--- config.mk ---
export PLATFORM = sky130hd
export DESIGN_NAME = corr_score_engine
export DESIGN_NICKNAME = d
export VERILOG_FILES = /design/src/rtl/corr_pkg.sv /design/src/rtl/corr_valid_pipe.sv /design/src/rtl/corr_score_engine.sv
export SDC_FILE = /design/constraint.sdc
export NUM_CORES = 1
export LEC_CHECK = 0
export ABC_CLOCK_PERIOD_IN_PS = 9500
export CELL_PAD_IN_SITES_DETAIL_PLACEMENT = 1
export CELL_PAD_IN_SITES_GLOBAL_PLACEMENT = 1
export CORE_UTILIZATION = 42
export CTS_CLUSTER_DIAMETER = 50
export DETAILED_ROUTE_END_ITERATION = 16
export GPL_TIMING_DRIVEN = 0
export PLACE_DENSITY_LB_ADDON = 0.1
export SETUP_SLACK_MARGIN = 0.1
export SLEW_MARGIN = 10
export SYNTH_ARGS = -nofsm -noshare
export SYNTH_HDL_FRONTEND = slang
export SYNTH_HIERARCHICAL = 1
export SYNTH_SLANG_ARGS = --single-unit
--- constraint.sdc ---
create_clock -name iCLK -period 9.5 [get_ports iCLK]
set_clock_uncertainty 0.2 [all_clocks]
set_input_delay 1.9 -clock iCLK [delete_from_list [all_inputs] [get_ports iCLK]]
set_output_delay 1.9 -clock iCLK [all_outputs]
set_load 0.02 [all_outputs]
--- src/rtl/corr_pkg.sv ---
`default_nettype none
// ============================================================================
// Module   : corr_pkg
// Purpose  : Shared definitions for the correlation score engine: FSM state
//            encoding, score-width derivation and max-pixel helpers.
// Revision : 1.0  initial release
// ============================================================================
package corr_pkg;

  typedef enum logic [1:0] {
    ST_IDLE  = 2'd0,
    ST_SCAN  = 2'd1,
    ST_DRAIN = 2'd2,
    ST_DONE  = 2'd3
  } corr_state_t;

  // Default pixel width and its full-scale value.
  localparam int DEF_PIX_W   = 10;
  localparam int DEF_MAX_PIX = (1 << DEF_PIX_W) - 1;

  // Full-scale pixel value for an arbitrary pixel width.
  function automatic int max_pix(input int pix_w);
    return (1 << pix_w) - 1;
  endfunction

  // Accumulator width that can hold TPL_W*TPL_H full-scale similarities.
  function automatic int score_w(input int pix_w, input int tpl_w, input int tpl_h);
    return pix_w + $clog2(tpl_w * tpl_h);
  endfunction

endpackage
`default_nettype wire

--- src/rtl/corr_valid_pipe.sv ---
`default_nettype none
// ============================================================================
// Module   : corr_valid_pipe
// Purpose  : DEPTH-stage delay line that aligns the "address issued" flag
//            with the memory read data returning DEPTH cycles later.
// Ports    : clk       - clock
//            rst       - synchronous active-high reset, clears all stages
//            in_valid  - flag for the address issued this cycle
//            out_valid - same flag delayed by DEPTH cycles
// Revision : 1.0  initial release
// ============================================================================
module corr_valid_pipe #(
  parameter int DEPTH = 1
) (
  input  logic clk,
  input  logic rst,
  input  logic in_valid,
  output logic out_valid
);

  logic [DEPTH-1:0] stages;

  generate
    if (DEPTH == 1) begin : g_single
      always_ff @(posedge clk) begin
        if (rst) stages <= '0;
        else     stages <= in_valid;
      end
    end else begin : g_multi
      always_ff @(posedge clk) begin
        if (rst) stages <= '0;
        else     stages <= {stages[DEPTH-2:0], in_valid};
      end
    end
  endgenerate

  assign out_valid = stages[DEPTH-1];

endmodule
`default_nettype wire

--- src/rtl/corr_score_engine.sv ---
`default_nettype none
// ============================================================================
// Module   : corr_score_engine
// Purpose  : Scans a TPL_W x TPL_H window of an image against a template,
//            accumulating per-pixel similarity (max - |img - tpl|) into a
//            window score, and tracks the best-scoring window origin.
// Ports    : iCLK, iRST            - clock, synchronous active-high reset
//            iStart                - start request (accepted only when idle)
//            iXstart, iYstart      - window origin, sampled on accept
//            iClr_best             - clear best-match tracker
//            reading_sram/search   - image/template read data (RD_LAT late)
//            oX_sram, oY_sram      - image address (origin + offset, wraps)
//            oX_search, oY_search  - template address (offset)
//            oBusy, oDone, oScore  - status and window result
//            oBest_*               - best-match tracker outputs
// Revision : 1.0  initial release
// ============================================================================
module corr_score_engine
  import corr_pkg::*;
#(
  parameter  int PIX_W   = 10,
  parameter  int COORD_W = 13,
  parameter  int TPL_W   = 64,
  parameter  int TPL_H   = 48,
  parameter  int RD_LAT  = 1,
  localparam int SCORE_W = score_w(PIX_W, TPL_W, TPL_H)
) (
  input  logic               iCLK,
  input  logic               iRST,
  input  logic               iStart,
  input  logic [COORD_W-1:0] iXstart,
  input  logic [COORD_W-1:0] iYstart,
  input  logic               iClr_best,
  input  logic [PIX_W-1:0]   reading_sram,
  input  logic [PIX_W-1:0]   reading_search,
  output logic [COORD_W-1:0] oX_sram,
  output logic [COORD_W-1:0] oY_sram,
  output logic [COORD_W-1:0] oX_search,
  output logic [COORD_W-1:0] oY_search,
  output logic               oBusy,
  output logic               oDone,
  output logic [SCORE_W-1:0] oScore,
  output logic [SCORE_W-1:0] oBest_score,
  output logic [COORD_W-1:0] oBest_X,
  output logic [COORD_W-1:0] oBest_Y,
  output logic               oBest_valid
);

  localparam int XW = $clog2(TPL_W);
  localparam int YW = (TPL_H > 1) ? $clog2(TPL_H) : 1;

  localparam logic [PIX_W-1:0] MAX_PIX = PIX_W'(max_pix(PIX_W));
  localparam logic [XW-1:0]    X_LAST  = XW'(TPL_W - 1);
  localparam logic [YW-1:0]    Y_LAST  = YW'(TPL_H - 1);
  localparam logic [2:0]       D_LAST  = 3'(RD_LAT - 1);

  corr_state_t        state;
  corr_state_t        state_nxt;
  logic [XW-1:0]      x_off;
  logic [YW-1:0]      y_off;
  logic [COORD_W-1:0] x_org;
  logic [COORD_W-1:0] y_org;
  logic [2:0]         drain_cnt;
  logic [SCORE_W-1:0] acc;
  logic [SCORE_W-1:0] acc_nxt;
  logic [SCORE_W-1:0] score;
  logic [SCORE_W-1:0] best_score;
  logic [COORD_W-1:0] best_x;
  logic [COORD_W-1:0] best_y;
  logic               best_valid;
  logic [PIX_W-1:0]   pix_diff;
  logic [PIX_W-1:0]   pix_sim;
  logic               accept;
  logic               scan_last;
  logic               issuing;
  logic               rd_valid;
  logic               drain_end;
  logic               best_load;

  assign accept    = (state == ST_IDLE) && iStart;
  assign scan_last = (x_off == X_LAST) && (y_off == Y_LAST);
  assign issuing   = (state == ST_SCAN);
  assign drain_end = (state == ST_DRAIN) && (drain_cnt == D_LAST);

  // Marks which cycles carry read data belonging to the current window.
  corr_valid_pipe #(
    .DEPTH (RD_LAT)
  ) u_valid_pipe (
    .clk       (iCLK),
    .rst       (iRST),
    .in_valid  (issuing),
    .out_valid (rd_valid)
  );

  // Absolute difference taken in the larger-minus-smaller direction so the
  // subtraction never wraps; similarity is then bounded by MAX_PIX.
  always_comb begin
    pix_diff = (reading_sram >= reading_search) ? (reading_sram - reading_search)
                                                : (reading_search - reading_sram);
    pix_sim  = MAX_PIX - pix_diff;
    acc_nxt  = rd_valid ? (acc + SCORE_W'(pix_sim)) : acc;
  end

  always_comb begin
    state_nxt = state;
    case (state)
      ST_IDLE:  if (iStart)    state_nxt = ST_SCAN;
      ST_SCAN:  if (scan_last) state_nxt = ST_DRAIN;
      ST_DRAIN: if (drain_end) state_nxt = ST_DONE;
      ST_DONE:                 state_nxt = ST_IDLE;
      default:                 state_nxt = ST_IDLE;
    endcase
  end

  // A coincident clear still lets the finishing window become the new best.
  assign best_load = (state == ST_DONE) &&
                     (iClr_best || !best_valid || (score > best_score));

  always_ff @(posedge iCLK) begin
    if (iRST) begin
      state      <= ST_IDLE;
      x_off      <= '0;
      y_off      <= '0;
      x_org      <= '0;
      y_org      <= '0;
      drain_cnt  <= '0;
      acc        <= '0;
      score      <= '0;
      best_score <= '0;
      best_x     <= '0;
      best_y     <= '0;
      best_valid <= 1'b0;
    end else begin
      state <= state_nxt;

      if (accept) begin
        x_org <= iXstart;
        y_org <= iYstart;
        acc   <= '0;
      end else begin
        acc <= acc_nxt;
      end

      // Raster walk; offsets return to zero after the last position so they
      // read as zero in every non-SCAN state.
      if (issuing) begin
        if (x_off == X_LAST) begin
          x_off <= '0;
          y_off <= (y_off == Y_LAST) ? '0 : (y_off + 1'b1);
        end else begin
          x_off <= x_off + 1'b1;
        end
      end

      if (issuing)                drain_cnt <= '0;
      else if (state == ST_DRAIN) drain_cnt <= drain_cnt + 3'd1;

      // acc_nxt already contains the final pixel on the last DRAIN cycle.
      if (drain_end) score <= acc_nxt;

      if (best_load) begin
        best_score <= score;
        best_x     <= x_org;
        best_y     <= y_org;
        best_valid <= 1'b1;
      end else if (iClr_best) begin
        best_score <= '0;
        best_x     <= '0;
        best_y     <= '0;
        best_valid <= 1'b0;
      end
    end
  end

  assign oX_sram     = x_org + COORD_W'(x_off);
  assign oY_sram     = y_org + COORD_W'(y_off);
  assign oX_search   = COORD_W'(x_off);
  assign oY_search   = COORD_W'(y_off);
  assign oBusy       = (state != ST_IDLE);
  assign oDone       = (state == ST_DONE);
  assign oScore      = score;
  assign oBest_score = best_score;
  assign oBest_X     = best_x;
  assign oBest_Y     = best_y;
  assign oBest_valid = best_valid;

endmodule
`default_nettype wire

==> impl_metrics.csv, run 1 <==
group,metric,value,unit
status,status,"completed",
worst_setup_path,setup.worst_path.start_class,"input port",
clocking,cts-root-buf,"clkbuf_16",
place,gp_congestion,0.8413,
clocking,clock_latency,0.43,ns
place,dp_hpwl,22690,um
hold_path,hp-class,"register to register",
synth,avgSynthCellArea,7.933,um2
synth,yosys_warnings,6,
power,power.total,2.623,mW
synth,yosys.area_share.simple,25.75,%
worst_setup_path,critical-path-max-stage-delay,0.60,ns
floorplanning,die_h,148.7,um
timing,final.period_utilization,66.49,%
timing,tightest_slew,0.7092,ns
route,via_per_inst,5.552,
worst_setup_path,critPathKind,"input port to register",
synth,synth.area.mux_share,1.772,%
synth,synth_top_area_cell,"dfxtp_1",
floorplanning,design.portCount,175,
route,drtIter0Drc,366,
timing,finalSetupViolCount,0,
synth,yosysSeqAreaShare,30.35,%
worst_setup_path,critical_path.top_delay_family,"compound AO/OA/AOI/OAI gates",
synth,synth.area.top_cells,"dfxtp_1 (30%), ha_1 (10%), nand2_1 (7.6%)",
timing,max_slew_margin,52.72,%
synth,synthesis.area,0.009036,mm2
power,p_leak,4.478,nW
synth,synth_seq_cells,137,
synth,synth-xor-area-share,5.719,%
clocking,ctsHtreeMaxLevel,4,
timing,fin_tns_setup,0,ns
synth,synth_cells,1139,
global_routing,antenna_found_initial,1,
worst_setup_path,path_cells,"clkdlybuf4s50_1, ha_1, inv_1, fa_1, a21o_1, a211oi_1, o221ai_2, buf_2, mux2i_1, xnor2_1, ha_1, a211oi_1, o211ai_1, a41oi_1, nor2_1, xnor2_1, o31ai_1",
clocking,cts_tree,"yes",
job,max-cap-violations,0,
cells_and_area,syn2layout_area_growth,28.72,%
route,antenna_left,0,
worst_setup_path,crit_required,9.60,ns
worst_setup_path,critical_path_buf_inv_count,3,
floorplanning,core,0.02109,mm2
synth,synth_edf_count,0,
global_routing,grt_max_degree,17,
floorplanning,start_util,42.85,%
cells_and_area,drive_gt1_share,6.548,%
clocking,cts_inserted_buffers,17,
floorplanning,num_rows,53,
route,vias,8989,
cells_and_area,fin_nets,1458,
worst_setup_path,slowest_stage,"a41oi_1",
route,detail_route.first_pass.iterations,5,
clocking,ctsHoldBuffers,0,
synth,synth.top_cell.area_share,30.35,%
synth,yosysUniqueCellTypes,57,
global_routing,grt_pass1_wl,47750,um
cells_and_area,fill_cells,2625,
timing,min_period,6.317,ns
clocking,clk_path_buf_depth,2,
timing,max_freq,158.3,MHz
clocking,cts_resized,0,
route,wl,30160,um
floorplanning,die_area,0.02211,mm2
power,powerDensity,225.5,mW/mm2
synth,synth_top_family_by_area,"simple AND/OR/NAND/NOR gates",
worst_setup_path,worstPathMaxFanout,10,
synth,synth_commonest_cells,"nand2_1 (184), dfxtp_1 (137), nor2_1 (84)",
timing,finalHoldViolCount,0,
synth,ys.flop_type,"dfxtp_1",
power,vdd_ir_drop_max,139.8,uV
synth,synth.most_common_cell,"nand2_1",
timing,finalMaxSlewViolations,0,
floorplanning,die_w,148.7,um
worst_setup_path,crit_arrival,6.41,ns
route,routedWlPerCell,18.63,um
worst_setup_path,cp-end-kind,"register",
synth,synth_compound_area_share,16.62,%
cells_and_area,n_antenna_cell,0,
clocking,cts_sinks,137,
global_routing,grt_pass1_vias,9176,
synth,synthArstFlopShare,0,%
clocking,cts_setup_buffers,0,
route,post-route-drc-count,0,
synth,synthAdderAreaFrac,11.08,%
global_routing,track_usage,27.58,%
timing,rsz0062_at_grt,"no",
clocking,path_clk_slew,0.06,ns
global_routing,grt-ovfl-total,0,
place,io_buffer_count,160,
==> flip-flops by register name (all words and copies together), names as in the netlist, 3 cells and up <==
| signal | count |
|---|---|
| oScore | 22 |
| oBest_X | 13 |
| drain_cnt | 3 |
| oBest_Y | 13 |
| x_org | 13 |
| oBest_score | 22 |
| y_org | 13 |
| y_off | 6 |
| acc | 22 |
| x_off | 6 |
==> worst register-to-register path: stages (launching register included) <==
cell and delay [ns]:
dfxtp_1 0.44, inv_1 0.07, ha_1 0.31, a21oi_1 0.07
o21a_1 0.20, nor2b_1 0.14, a221oi_2 0.46, clkbuf_1 0.44
clkbuf_1 0.56, a32oi_1 0.15, nand3_1 0.12
==> final timing paths <==
path | start | slack [ns] | end | depth (start not counted)
worst max-delay path | reading_search[0] | 3.18 | oScore[21]$_SDFFE_PP0P_ | 17
worst min-delay path | y_org[12]$_SDFFE_PP0P_ | 0.29 | y_org[12]$_SDFFE_PP0P_ | 2
worst max register to register | oBest_score[11]$_SDFFE_PP0P_ | 6.28 | oBest_X[5]$_SDFFE_PP0P_ | 10
worst min register to register | y_org[12]$_SDFFE_PP0P_ | 0.29 | y_org[12]$_SDFFE_PP0P_ | 2
==> logic make-up after synthesis <==
kind of cell	after synthesis
AO/OA/AOI/OAI	211
XOR/XNOR	59
adder cells (fa/ha/maj)	77
flip-flops	137
other	1
multiplexers	16
buffers and inverters	159
AND/OR/NAND/NOR	479
==> through the flow <==
| step | hold slack, ns | std cells | worst slack [ns] | util [%] | cell area (um2) |
|---|---|---|---|---|---|
| floorplan | 0.2482 | 1152 | 4.137 | - | 9085 |
| global placement | 0.2660 | 1587 | 2.944 | 52.31 | 11030 |
| detailed placement | 0.2804 | 1587 | 2.786 | 52.31 | 11030 |
| CTS | 0.2894 | 1619 | 3.159 | 55.16 | 11630 |
| global route | 0.3056 | 1619 | 2.822 | 55.16 | 11630 |
| finish | 0.2891 | 1619 | 3.183 | 55.16 | 11630 |
==> cell type report <==
class                   instances  area [um2]  share of cell area (%)
clock buffers                  18       439.2                   3.776
multi-input cells             856        5559                   47.79
inverters                      68       255.2                   2.194
plain buffers                  91       528.0                   4.540
flip-flops and latches        137        2743                   23.58
repair buffers                160        1602                   13.77
clock inverters                14       161.4                   1.388
well taps                     275       344.1                   2.958
==> per-layer routing <==
layer | global-route usage, % | part of all wire, % | vias up
met4 | 7.474 | 1.6 | 0
met1 | 36.52 | 47 | 4412
met5 | 0 | 0 | -
met3 | 3.926 | 3.7 | 39
li1 | - | - | 4341
met2 | 46.54 | 47 | 197
==> report_power, final <==
group	internal [mW]	leakage (nW)	switching, mW
Sequential	0.644	1.11	0.0883
Combinational	0.431	3.08	0.766
Clock	0.400	0.285	0.294
==> cells in the final DEF (no fill, tap or decap), drive strengths merged, types with 10 or more instances in the layout <==
master	n
ha	72
nor3b	44
inv	74
and3	10
buf	47
conb	14
o21ai	18
nor2	84
mux2i	16
clkbuf	62
nand2	184
or3	50
a21o	16
a211oi	26
clkdlybuf4s50	160
a21oi	63
xor2	18
nand3	50
xnor2	41
nand4	13
nor3	16
a32oi	48
dfxtp	137
Power figures use the tool's default switching activity.
==> inputs of run 2 (changes only) <==
- ABC_CLOCK_PERIOD_IN_PS: 9500 -> 6000
- CORE_UTILIZATION: 42 -> 39
- clock period: 9.5 -> 6 ns (I/O delays scaled with it)
==> run 2 against run 1 <==
  * Largest cell class unchanged
  * Worst setup slack lost 2.6 ns
  * Global-route usage is 2.5 points lower
  * Final cell count is 0.62% higher
  * Routed wire length shrank 2.2%
  * Critical path type unchanged
==> impl_metrics.csv, run 2 (synthesis gave the netlist of run 1 again) <==
group,metric,value,unit
floorplanning,die_w,154.2,um
cells_and_area,fin_nets,1458,
timing,finalHoldViolCount,0,
floorplanning,num_rows,55,
route,detail_route.first_pass.iterations,5,
timing,min_period,5.428,ns
global_routing,grt-ovfl-total,0,
power,p_int,2.329,mW
global_routing,grt_pass1_vias,8848,
worst_setup_path,critical_path.top_delay_family,"compound AO/OA/AOI/OAI gates",
clocking,cts_tree,"yes",
clocking,cts_inserted_buffers,17,
worst_setup_path,cp-end-kind,"register",
route,vias,8893,
worst_setup_path,critPathLaunch,"reading_search[1]",
timing,finalMaxSlewViolations,0,
place,gp_congestion,0.8548,
power,clkPwrFrac,25.8,%
worst_setup_path,reg2regPathDepth,9,
floorplanning,start_util,39.79,%
cells_and_area,final_cell_mix,"nand2_1 (184), clkdlybuf4s50_1 (160), dfxtp_1 (137)",
timing,finalSetupViolCount,0,
timing,fin_tns_setup,0,ns
clocking,clk_path_buf_depth,2,
timing,final.period_utilization,90.47,%
clocking,ctsHtreeMaxLevel,4,
route,drtIter0Drc,531,
clocking,clock_latency,0.42,ns
worst_setup_path,setup.worst_path.start_class,"input port",
worst_setup_path,worstReg2RegEnd,"oBest_X[10]$_SDFFE_PP0P_",
place,dp_hpwl,22400,um
cells_and_area,final_util,51.25,%
timing,max_slew_margin,53.86,%
power,power.total,4.139,mW
route,routedWlPerCell,18.10,um
worst_setup_path,critPathKind,"input port to register",
hold_path,hold_end,"y_org[5]$_SDFFE_PP0P_",
timing,max_freq,184.2,MHz
place,placed_area,0.01104,mm2
cells_and_area,syn2layout_area_growth,28.79,%
worst_setup_path,slowest_stage,"clkdlybuf4s50_1",
cells_and_area,regArea,0.002743,mm2
place,dpl.cell_count,1597,
power,power_frac_comb,46.2,%
hold_path,hp-class,"register to register",
worst_setup_path,crit_required,6.13,ns
floorplanning,design.portCount,175,
worst_setup_path,critical-path-max-stage-delay,0.55,ns
route,via_per_inst,5.459,
floorplanning,die_area,0.02378,mm2
route,wl,29490,um
global_routing,grt_max_degree,17,
power,p_leak,4.469,nW
timing,rsz0062_at_grt,"no",
job,max-cap-violations,0,
cells_and_area,final_common_cell,"nand2_1",
worst_setup_path,critical_path_buf_inv_count,3,
worst_setup_path,crit_arrival,5.56,ns
cells_and_area,drive_gt1_share,6.548,%
hold_path,holdPathStages,2,
clocking,cts-root-buf,"clkbuf_16",
cells_and_area,fill_cells,2796,
worst_setup_path,crit_cells,17,
power,vdd_ir_drop_max,212.1,uV
global_routing,track_usage,25.10,%
cells_and_area,instances_no_fill,1629,
cells_and_area,final_area,0.01164,mm2
worst_setup_path,worstPathMaxFanout,10,
power,powerDensity,355.6,mW/mm2
timing,tightest_slew,0.6921,ns
power,p_sw,1.810,mW
hold_path,min-delay-start,"y_org[5]$_SDFFE_PP0P_",
clocking,path_clk_slew,0.06,ns
route,post-route-drc-count,0,
cells_and_area,n_antenna_cell,0,
global_routing,grt_pass1_wl,47420,um
route,antenna_left,0,
worst_setup_path,path_cells,"clkdlybuf4s50_1, inv_1, fa_1, a21o_1, a211oi_1, o221ai_2, buf_2, nor3_1, a21oi_1, xnor2_1, ha_1, o211ai_1, o21ai_0, o2111ai_1, a21oi_1, xnor2_1, a211oi_1",
place,io_buffer_count,160,
power,seq_power_share,28.0,%
worst_setup_path,reg2reg_slack,2.81,ns
status,status,"completed",
floorplanning,core,0.02271,mm2
worst_setup_path,reg2reg_from,"oBest_score[21]$_SDFFE_PP0P_",
power,swShare,43.73,%
floorplanning,die_h,154.2,um
clocking,cts_setup_buffers,0,
cells_and_area,multi_input_area,0.005567,mm2
clocking,cts_sinks,137,
global_routing,antenna_found_initial,1,
[run 2: cell types whose count changed in the layout (fill, tap and decap cells not counted)]
cell and change:
inv_6 -4, a41oi_1 -1, a41oi_2 +1, clkbuf_1 +1, clkinvlp_4 +1, clkinv_2 +2
[run 2: power by group through the flow]
stage / Clock (mW) / Sequential [mW] / Combinational, mW
after CTS: 1.07 / 1.16 / 1.89
final: 1.07 / 1.16 / 1.91
after floorplan: 0 / 1.19 / 1.15
after global placement: 0 / 1.18 / 1.85
after global routing: 1.12 / 1.18 / 2.07
after detailed placement: 0 / 1.18 / 1.88
[run 2: repair_timing]
action,CTS,global route
endpoints found under the setup margin,0,2
resized for setup,0,1
hold buffers,0,0
[run 2: worst max-delay path by stage]
stage / to
2_1_floorplan: oScore[15]$_SDFFE_PP0P_
3_3_place_gp: oScore[17]$_SDFFE_PP0P_
3_5_place_dp: oScore[17]$_SDFFE_PP0P_
4_1_cts: oScore[17]$_SDFFE_PP0P_
5_1_grt: oScore[16]$_SDFFE_PP0P_
6_report: oScore[16]$_SDFFE_PP0P_
[run 2: area by class of cell]
type,instances,area share (%)
Buffer,91,4.537
Clock buffer,19,3.806
Clock inverter,13,1.236
Inverter,68,2.193
Multi-Input combinational cell,856,47.83
Sequential cell,137,23.57
Tap cell,285,3.064
Timing Repair Buffer,160,13.76
[run 2: per-stage QoR]
| stage | hold slack (ns) | setup WS, ns |
|---|---|---|
| floorplan | 0.2482 | 1.337 |
| global placement | 0.2666 | 0.08228 |
| detailed placement | 0.2757 | 0.01077 |
| CTS | 0.2886 | 0.4495 |
| global route | 0.2982 | 0.2594 |
| finish | 0.2876 | 0.5718 |
[run 2: metal layers]
metal	global-route usage (%)	up-vias	share of wire (%)
met5	0	-	0
met4	5.619	0	1.0
met3	4.147	23	4.0
met2	39.91	183	45
met1	35.44	4343	50
li1	-	4344	-
[run 2: worst min-delay path: stages (launching register included)]
cell,delay [ns]
dfxtp_1,0.33
nand2_1,0.06
a21oi_1,0.05
